[config.mk]
export PLATFORM = sky130hd
export DESIGN_NAME = calculadora_multicanal
export DESIGN_NICKNAME = d
export VERILOG_FILES = /design/src/rtl/calculadora_multicanal.sv
export SDC_FILE = /design/constraint.sdc
export NUM_CORES = 1
export LEC_CHECK = 0
export CAP_MARGIN = 20
export CELL_PAD_IN_SITES_DETAIL_PLACEMENT = 1
export CELL_PAD_IN_SITES_GLOBAL_PLACEMENT = 2
export CORE_MARGIN = 1.5
export CORE_UTILIZATION = 37
export CTS_CLUSTER_SIZE = 10
export DETAILED_ROUTE_END_ITERATION = 8
export DONT_BUFFER_PORTS = 1
export PLACE_DENSITY = 0.74
export SLEW_MARGIN = 10
export SYNTH_ARGS = -nofsm -noshare
export SYNTH_HDL_FRONTEND = slang
export SYNTH_SLANG_ARGS = --single-unit
[constraint.sdc]
create_clock -name clk -period 3.2 [get_ports clk]
set_clock_uncertainty 0.2 [all_clocks]
set_input_delay 0.32 -clock clk [delete_from_list [all_inputs] [get_ports clk]]
set_output_delay 0.32 -clock clk [all_outputs]
set_load 0.005 [all_outputs]
[src/rtl/calculadora_multicanal.sv]
// Multi-channel calculator: a bank of NUM_ACC accumulators selected per command,
// single-cycle add/sub/load/clear/show ops and an iterative shift-add multiply.
module calculadora_multicanal #(
  parameter int WIDTH    = 8,
  parameter int NUM_ACC  = 4,
  parameter int SATURATE = 0,
  localparam int CW      = (NUM_ACC > 1) ? $clog2(NUM_ACC) : 1
) (
  input  logic             clk,
  input  logic             rst,
  input  logic [WIDTH-1:0] entrada,
  input  logic [2:0]       codigo,
  input  logic [CW-1:0]    canal,
  input  logic             valido,
  output logic             pronto,
  output logic [WIDTH-1:0] saida,
  output logic             saida_valida,
  output logic             estouro,
  output logic             zero
);

  localparam int CNTW = $clog2(WIDTH);

  typedef enum logic {IDLE, MUL} state_t;
  state_t state, state_d;

  logic [WIDTH-1:0]   acc [NUM_ACC];
  logic [WIDTH-1:0]   acc_cur;
  logic               ch_ok, accept, op_ok, mul_start, mul_done;

  // multiply datapath: latched multiplicand/multiplier/channel, running product
  logic [2*WIDTH-1:0] mcand, prod, prod_fin;
  logic [WIDTH-1:0]   mplier;
  logic [CNTW-1:0]    cnt;
  logic [CW-1:0]      ch_l;
  logic               mul_ovf;
  logic [WIDTH-1:0]   mul_res;

  logic [WIDTH:0]     sum, diff;
  logic [WIDTH-1:0]   add_res, sub_res;

  // write/output controls for the current cycle
  logic               wr_en, out_en, ovf_we, ovf_val;
  logic [CW-1:0]      wr_ch;
  logic [WIDTH-1:0]   wr_val, out_val;

  assign pronto    = (state == IDLE);
  assign ch_ok     = ({1'b0, canal} < (CW+1)'(NUM_ACC));
  assign accept    = valido && pronto;
  // out-of-range channels are accepted but behave as the reserved code
  assign op_ok     = accept && ch_ok;
  assign mul_start = op_ok && (codigo == 3'b100);
  assign mul_done  = (state == MUL) && (cnt == CNTW'(WIDTH-1));

  // read mux for the selected accumulator; out-of-range reads as zero
  always_comb begin
    acc_cur = '0;
    for (int i = 0; i < NUM_ACC; i++)
      if (ch_ok && canal == CW'(i)) acc_cur = acc[i];
  end

  assign sum      = {1'b0, acc_cur} + {1'b0, entrada};
  assign diff     = {1'b0, acc_cur} - {1'b0, entrada};
  assign add_res  = (SATURATE != 0 && sum[WIDTH])  ? '1 : sum[WIDTH-1:0];
  assign sub_res  = (SATURATE != 0 && diff[WIDTH]) ? '0 : diff[WIDTH-1:0];

  // last iteration folds in the final partial product combinationally
  assign prod_fin = prod + (mplier[0] ? mcand : '0);
  assign mul_ovf  = |prod_fin[2*WIDTH-1:WIDTH];
  assign mul_res  = (SATURATE != 0 && mul_ovf) ? '1 : prod_fin[WIDTH-1:0];

  // state register
  always_ff @(posedge clk or posedge rst) begin
    if (rst) state <= IDLE;
    else     state <= state_d;
  end

  // next-state: enter MUL on an accepted multiply, leave after WIDTH iterations
  always_comb begin
    state_d = state;
    case (state)
      IDLE:    if (mul_start) state_d = MUL;
      MUL:     if (mul_done)  state_d = IDLE;
      default: state_d = IDLE;
    endcase
  end

  // decode of the accumulator write, result and flag update for this cycle
  always_comb begin
    wr_en   = 1'b0;
    wr_ch   = canal;
    wr_val  = '0;
    out_en  = 1'b0;
    out_val = '0;
    ovf_we  = 1'b0;
    ovf_val = 1'b0;
    if (mul_done) begin
      wr_en = 1'b1; wr_ch = ch_l; wr_val = mul_res;
      out_en = 1'b1; out_val = mul_res;
      ovf_we = 1'b1; ovf_val = mul_ovf;
    end else if (op_ok) begin
      case (codigo)
        3'b000: begin out_en = 1'b1; out_val = entrada; end
        3'b001: begin
          wr_en = 1'b1; wr_val = add_res; out_en = 1'b1; out_val = add_res;
          ovf_we = 1'b1; ovf_val = sum[WIDTH];
        end
        3'b010: begin
          wr_en = 1'b1; wr_val = sub_res; out_en = 1'b1; out_val = sub_res;
          ovf_we = 1'b1; ovf_val = diff[WIDTH];
        end
        3'b011: begin out_en = 1'b1; out_val = acc_cur; end
        3'b101: begin wr_en = 1'b1; out_en = 1'b1; ovf_we = 1'b1; end
        3'b110: begin
          wr_en = 1'b1; wr_val = entrada; out_en = 1'b1; out_val = entrada;
          ovf_we = 1'b1;
        end
        default: ;
      endcase
    end
  end

  // accumulator bank: only the addressed entry is written
  always_ff @(posedge clk or posedge rst) begin
    if (rst) begin
      for (int i = 0; i < NUM_ACC; i++) acc[i] <= '0;
    end else if (wr_en) begin
      for (int i = 0; i < NUM_ACC; i++)
        if (wr_ch == CW'(i)) acc[i] <= wr_val;
    end
  end

  // result register and flags; zero tracks only published results
  always_ff @(posedge clk or posedge rst) begin
    if (rst) begin
      saida        <= '0;
      saida_valida <= 1'b0;
      estouro      <= 1'b0;
      zero         <= 1'b1;
    end else begin
      saida_valida <= out_en;
      if (out_en) begin
        saida <= out_val;
        zero  <= (out_val == '0);
      end
      if (ovf_we) estouro <= ovf_val;
    end
  end

  // shift-add multiplier: operands latched at accept, one bit per cycle
  always_ff @(posedge clk or posedge rst) begin
    if (rst) begin
      mcand  <= '0;
      mplier <= '0;
      prod   <= '0;
      cnt    <= '0;
      ch_l   <= '0;
    end else if (mul_start) begin
      mcand  <= {{WIDTH{1'b0}}, acc_cur};
      mplier <= entrada;
      prod   <= '0;
      cnt    <= '0;
      ch_l   <= canal;
    end else if (state == MUL) begin
      prod   <= prod_fin;
      mcand  <= mcand << 1;
      mplier <= mplier >> 1;
      cnt    <= cnt + CNTW'(1);
    end
  end

endmodule

### Word level (Yosys, flattened, before mapping)

Cells that the tools add are included.

| word-level totals | value |
|---|---|
| bits in registers | 89 |
| bits of input ports | 16 |
| output and inout port bits | 12 |
| logic and storage cells | 80 |

| operators by class | value |
|---|---|
| add/sub/neg operators | 4 |
| eq/ne operators | 13 |
| multiplexer cells | 32 |
| bitwise gates (word level) | 1 |
| reductions and logical operators | 16 |

Operator list:

| kind | count |
|---|---|
| $mux W16 | 5 |
| $mux W8 | 10 |
| $pmux W8 S4 | 1 |
| $pmux W8 S3 | 1 |
| $add A16 B16 Y16 | 1 |
| $eq A3 B3 Y1 const B | 4 |
| $mux W1 | 10 |
| $add A8 B8 Y9 | 1 |
| $sub A8 B8 Y9 | 1 |
| $eq A2 B2 Y1 const B | 4 |
| $logic_not A8 Y1 | 1 |
| $reduce_and A2 Y1 | 4 |
| $reduce_or A8 Y1 | 1 |
| $eq A3 B2 Y1 const B | 2 |
| $mux W3 | 2 |
| $reduce_or A6 Y1 | 1 |
| $eq A2 B1 Y1 const B | 2 |
| $logic_not A2 Y1 | 2 |
| $pmux W1 S2 | 2 |
| $reduce_or A4 Y1 | 1 |
| $add A3 B1 Y3 const B | 1 |
| $eq A3 B1 Y1 const B | 1 |
| $logic_and A1 B1 Y1 | 3 |
| $logic_not A3 Y1 | 1 |
| other kinds (4) | 4 |

### Depth between registers and ports, before layout

| depth | value |
|---|---|
| depth in word-level cells | 10 |
| gate-level depth with buffers | 13 |
| mapped depth without buffers | 12 |

### Worst setup path before layout

OpenSTA, ideal clock, no wires.

| timing path | value |
|---|---|
| path kind | input-to-reg |
| start | input port canal[0] |
| end | register zero |
| library setup time | 0.062 ns |
| data arrival time | 3.409 ns |
| required time | 2.938 ns |
| slack | -0.472 ns |
| stages on the path | 12 |
| buffers on the path | 2 |
| cell sequence | buf_1 mux4_2 ha_1 clkbuf_1 inv_1 a21oi_1 xnor2_1 o2bb2ai_1 a31o_2 or4_1 nor4_2 a32o_1 |

| on the way | value |
|---|---|
| cells in the longest elaborated chain, start to end | 10 |
| elaborated cells on any way between the ends | 14 |
| those cells by class | add/sub: 2; eq/ne: 3; mux: 7; reduce/logical: 2 |

Ends and longest elaborated chain:

| element | line | source |
|---|---|---|
| from (decl) | 13 | `input logic [CW-1:0] canal,` |
| $logic_not A2 Y1 | 59 | `if (ch_ok && canal == CW'(i)) acc_cur = acc[i];` |
| $mux W8 (3 in series) | 59 |  |
| $mux W8 (*) | 59 |  |
| $sub A8 B8 Y9 / $add A8 B8 Y9 (equally long branches) | 63, 62 |  |
| $pmux W8 S4 (*) | 102 | `case (codigo)` |
| $mux W8 (*) | 101 | `end else if (op_ok) begin` |
| $mux W8 (*) | 97 | `if (mul_done) begin` |
| $logic_not A8 Y1 (*) | 144 | `zero <= (out_val == '0);` |
| to (signal assigned) | 144 |  |
| to (decl) | 19 | `output logic zero` |

Every way passes the cells marked *; elsewhere a longest branch is shown, timed or not.
A chain may end at the register's enable or synchronous reset.

### Final worst setup path

| timing path | value |
|---|---|
| start | register acc[0] in the netlist's numbering |
| end | register zero |

| on the way | value |
|---|---|
| cells in the longest elaborated chain, start to end | 6 |
| elaborated cells on any way between the ends | 7 |
| those cells by class | add/sub: 2; mux: 4; reduce/logical: 1 |

Ends and longest elaborated chain:

| element | line | source |
|---|---|---|
| from (decl) | 27 | `logic [WIDTH-1:0] acc [NUM_ACC];` |
| from (signal, indexed assignment) | 129 | `if (wr_ch == CW'(i)) acc[i] <= wr_val;` |
| $mux W8 (*) | 59 |  |
| $sub A8 B8 Y9 / $add A8 B8 Y9 (equally long branches) | 63, 62 |  |
| $pmux W8 S4 (*) | 102 |  |
| $mux W8 (*) | 101 |  |
| $mux W8 (*) | 97 |  |
| $logic_not A8 Y1 (*) | 144 |  |

Marked as above.

==> impl_metrics.json <==
{
  "drc_errors": 0,
  "powerDensity_mw_per_mm2": 742.5,
  "synth_cells": 612,
  "synth_seq_area_share_pct": 38.51,
  "fmax_ghz": 0.2907,
  "status": "complete, but fails checks",
  "tritoncts": "done",
  "drtPass1Iterations": 5,
  "initial_core_util_pct": 37.93,
  "dominantRegCellSynth": "dfrtp_1",
  "routed_via_density": 5.697,
  "finalMaxSlewViolations": 0,
  "synthDistinctLibCells": 68,
  "grt_overflow": 0,
  "synth_fa_ha_area_share_pct": 8.389,
  "dr.max_layer_used": "met4",
  "ys_ff_latch": 89,
  "syn_area_sq_mm": 0.005787,
  "crit_required_ns": 3.30,
  "rsz0062_at_grt": "true",
  "antenna_found_initial": 0,
  "first_iter_violations": 312,
  "clockRootBuffer": "clkbuf_16",
  "vias": 5008,
  "ant_nets": 0,
  "synth_edf_count": 0,
  "io_pins": 28,
  "grt_util_all_layers_pct": 23.89,
  "ys_warn_count": 0,
  "rows": 45,
  "fin_crit_sh_pct": 107.5,
  "cts_max_level": 3,
  "place_congestion": 0.9082,
  "synthTopCellsByArea": "dfrtp_1 38%, ha_1 7.4%, mux2_2 6.4%, nand2_1 5.2%, o21ai_0 3.9%",
  "total_leakage_power_nw": 3.295,
  "worstSetupPathType": "register to register",
  "met1_length_mm": 8.436,
  "worstPathMaxFanout": 3,
  "timing.max_cap.violations": 0,
  "cp_slowest_cell": "mux4_2",
  "period_minus_slack_ns": 3.440,
  "insertedDiodeCount": 0,
  "worstMarginPinSlew_ns": 0.9041,
  "failed_checks": "setup timing",
  "grt_start_max_net_pins": 82,
  "critPathArrivalTime_ns": 3.54,
  "grt_pass1_vias": 5325,
  "crit_path_end_kind": "register",
  "dieArea_sq_mm": 0.01640,
  "synth-xor-area-share_pct": 1.968,
  "die_y_microns": 128.1,
  "core_area_sq_mm": 0.01526,
  "synth_top_area_cell": "dfrtp_1",
  "clkTransAtPathRegs_ns": 0.06,
  "post-synth-top-count-cell": "dfrtp_1",
  "syn-num-nets": 665,
  "drive_gt1_share_pct": 24.55,
  "hp-class": "input port to register",
  "p_total_w": 0.005238,
  "fin_nets": 716,
  "numPortBuffers": 0,
  "async_reset_ff_share_pct": 100.0,
  "yosys.area_share.simple_pct": 16.24,
  "chipWidth_microns": 128.1,
  "dr_wl_met3_microns": 876,
  "drt-total-wl_mm": 18.58,
  "clock_sinks": 89,
  "layout_setup_ws_ns": -0.2399,
  "areaGrowthSynthToFinish_pct": 21.90,
  "cp_slowest_stage_delay_ns": 0.51,
  "synth_common_cells": "88 x dfrtp_1, 80 x nand2_1, 45 x o21ai_0",
  "place_hpwl_mm": 13.52,
  "muxShareOfSynthArea_pct": 10.98,
  "ctsLongestPathBuffers": 2,
  "wl_met2_mm": 9.017,
  "crit_chain": "mux4_2 -> buf_6 -> ha_4 -> inv_2 -> fa_2 -> o221a_1 -> nor3_1 -> a221o_1 -> a211o_1 -> or4_4 -> nor4_2 -> a32o_1",
  "wl_per_cell_microns": 21.13,
  "synth_compound_area_share_pct": 20.11,
  "synth_top_area_share_pct": 38.05,
  "startpoint_type": "register",
  "hold_viol": 0,
  "synth_top_family_by_area": "compound AO/OA/AOI/OAI gates",
  "setup_violations": 10,
  "post-place-ws_ns": -0.2235,
  "clk_latency_ns": 0.35,
  "ir_drop_uv": 408.9,
  "syn_area_per_cell_sq_um": 9.456,
  "relSlewSlack_pct": 39.50,
  "grt_pass1_wl_mm": 29.77,
  "numCtsBuffers": 9
}
[where the power goes]
group	switching [W]	total, W	internal, W
combinational	0.00121	0.00224	0.00104
sequential	0.000302	0.00183	0.00153
clock	0.000451	0.00116	0.000708
total	0.00196	0.00524	0.00328
[final cells by class]
class | count | area [sq um]
fillers | 1714 | 8204
multi-input cells | 467 | 3566
flip-flops and latches | 89 | 2230
repair buffers | 68 | 564.3
well taps | 211 | 264.0
clock buffers | 12 | 246.5
inverters | 28 | 107.6
clock inverters | 4 | 76.32
[through the flow]
stage	util, %	instance area [sq um]	hold WS [ns]	cells	setup TNS, ns
floorplan	-	5811	0.2469	612	-0.007101
global placement	41.33	6306	0.2333	843	-0.8435
detailed placement	41.33	6306	0.2580	843	-1.505
CTS	45.23	6902	0.08048	875	-0.3252
global route	46.23	7054	0.1132	879	-2.757
finish	46.23	7054	0.07588	879	-0.7292
[worst max-delay path, delay by kind of cell, from the launching register on]
kind / cells / cell delay, ns
mux: 1 / 0.51
simple gates: 3 / 0.69
flops: 1 / 0.37
fa+ha+maj: 2 / 0.39
compound gates: 4 / 1.03
buf+inv: 2 / 0.20
[logic make-up (layout without fill, tap and decap cells)]
group / count (synthesis) / after routing
compound gates: 171 / 171
xor+xnor: 13 / 13
fa+ha+maj: 37 / 37
buf+inv: 56 / 112
flops: 89 / 89
mux: 49 / 49
simple gates: 197 / 197
[final timing paths]
check / endpoint / startpoint / cells past startpoint / slack [ns]
setup / recovery: zero / acc[0] / 12 / -0.24
hold / removal: mplier[2] / entrada[2] / 3 / 0.08
setup reg to reg: zero / acc[0] / 12 / -0.24
hold reg to reg: mplier[5] / mplier[5] / 2 / 0.29
max in group asynchronous: zero / rst / 3 / 1.85
min in group asynchronous: prod[1] / rst / 2 / 0.29
[flip-flops by register name, indices dropped and copies added (netlist names), 2 cells and up]
register  count
acc          32
mcand        16
saida         8
mplier        8
cnt           3
prod         16
ch_l          2
[timing repair]
item	4_1_cts	5_1_grt
endpoints found under the setup margin	15	27
gates cloned	0	0
hold endpoints to repair	87	0
hold buffers	9	0
buffers inserted	8	4
resized for setup	26	29
pin swaps	12	4
[metal layers]
metal / global-route usage, % / vias to the layer above
met3: 3.756 / 15
met5: 0 / -
li1: - / 2331
met2: 39.91 / 107
met1: 31.99 / 2555
met4: 7.270 / 0
[cells in the final DEF, fill, tap and decap left out, drive strengths merged, types with 17 or more instances in the layout]
master / synthesis / layout
dfrtp: 88 / 88
mux2: 33 / 33
inv: 27 / 27
buf: 6 / 59
and2: 17 / 17
ha: 34 / 34
a21oi: 27 / 27
nand2: 80 / 80
o21ai: 46 / 46
nor2: 34 / 34
nand3: 19 / 19
Power figures use the tool's default switching activity.
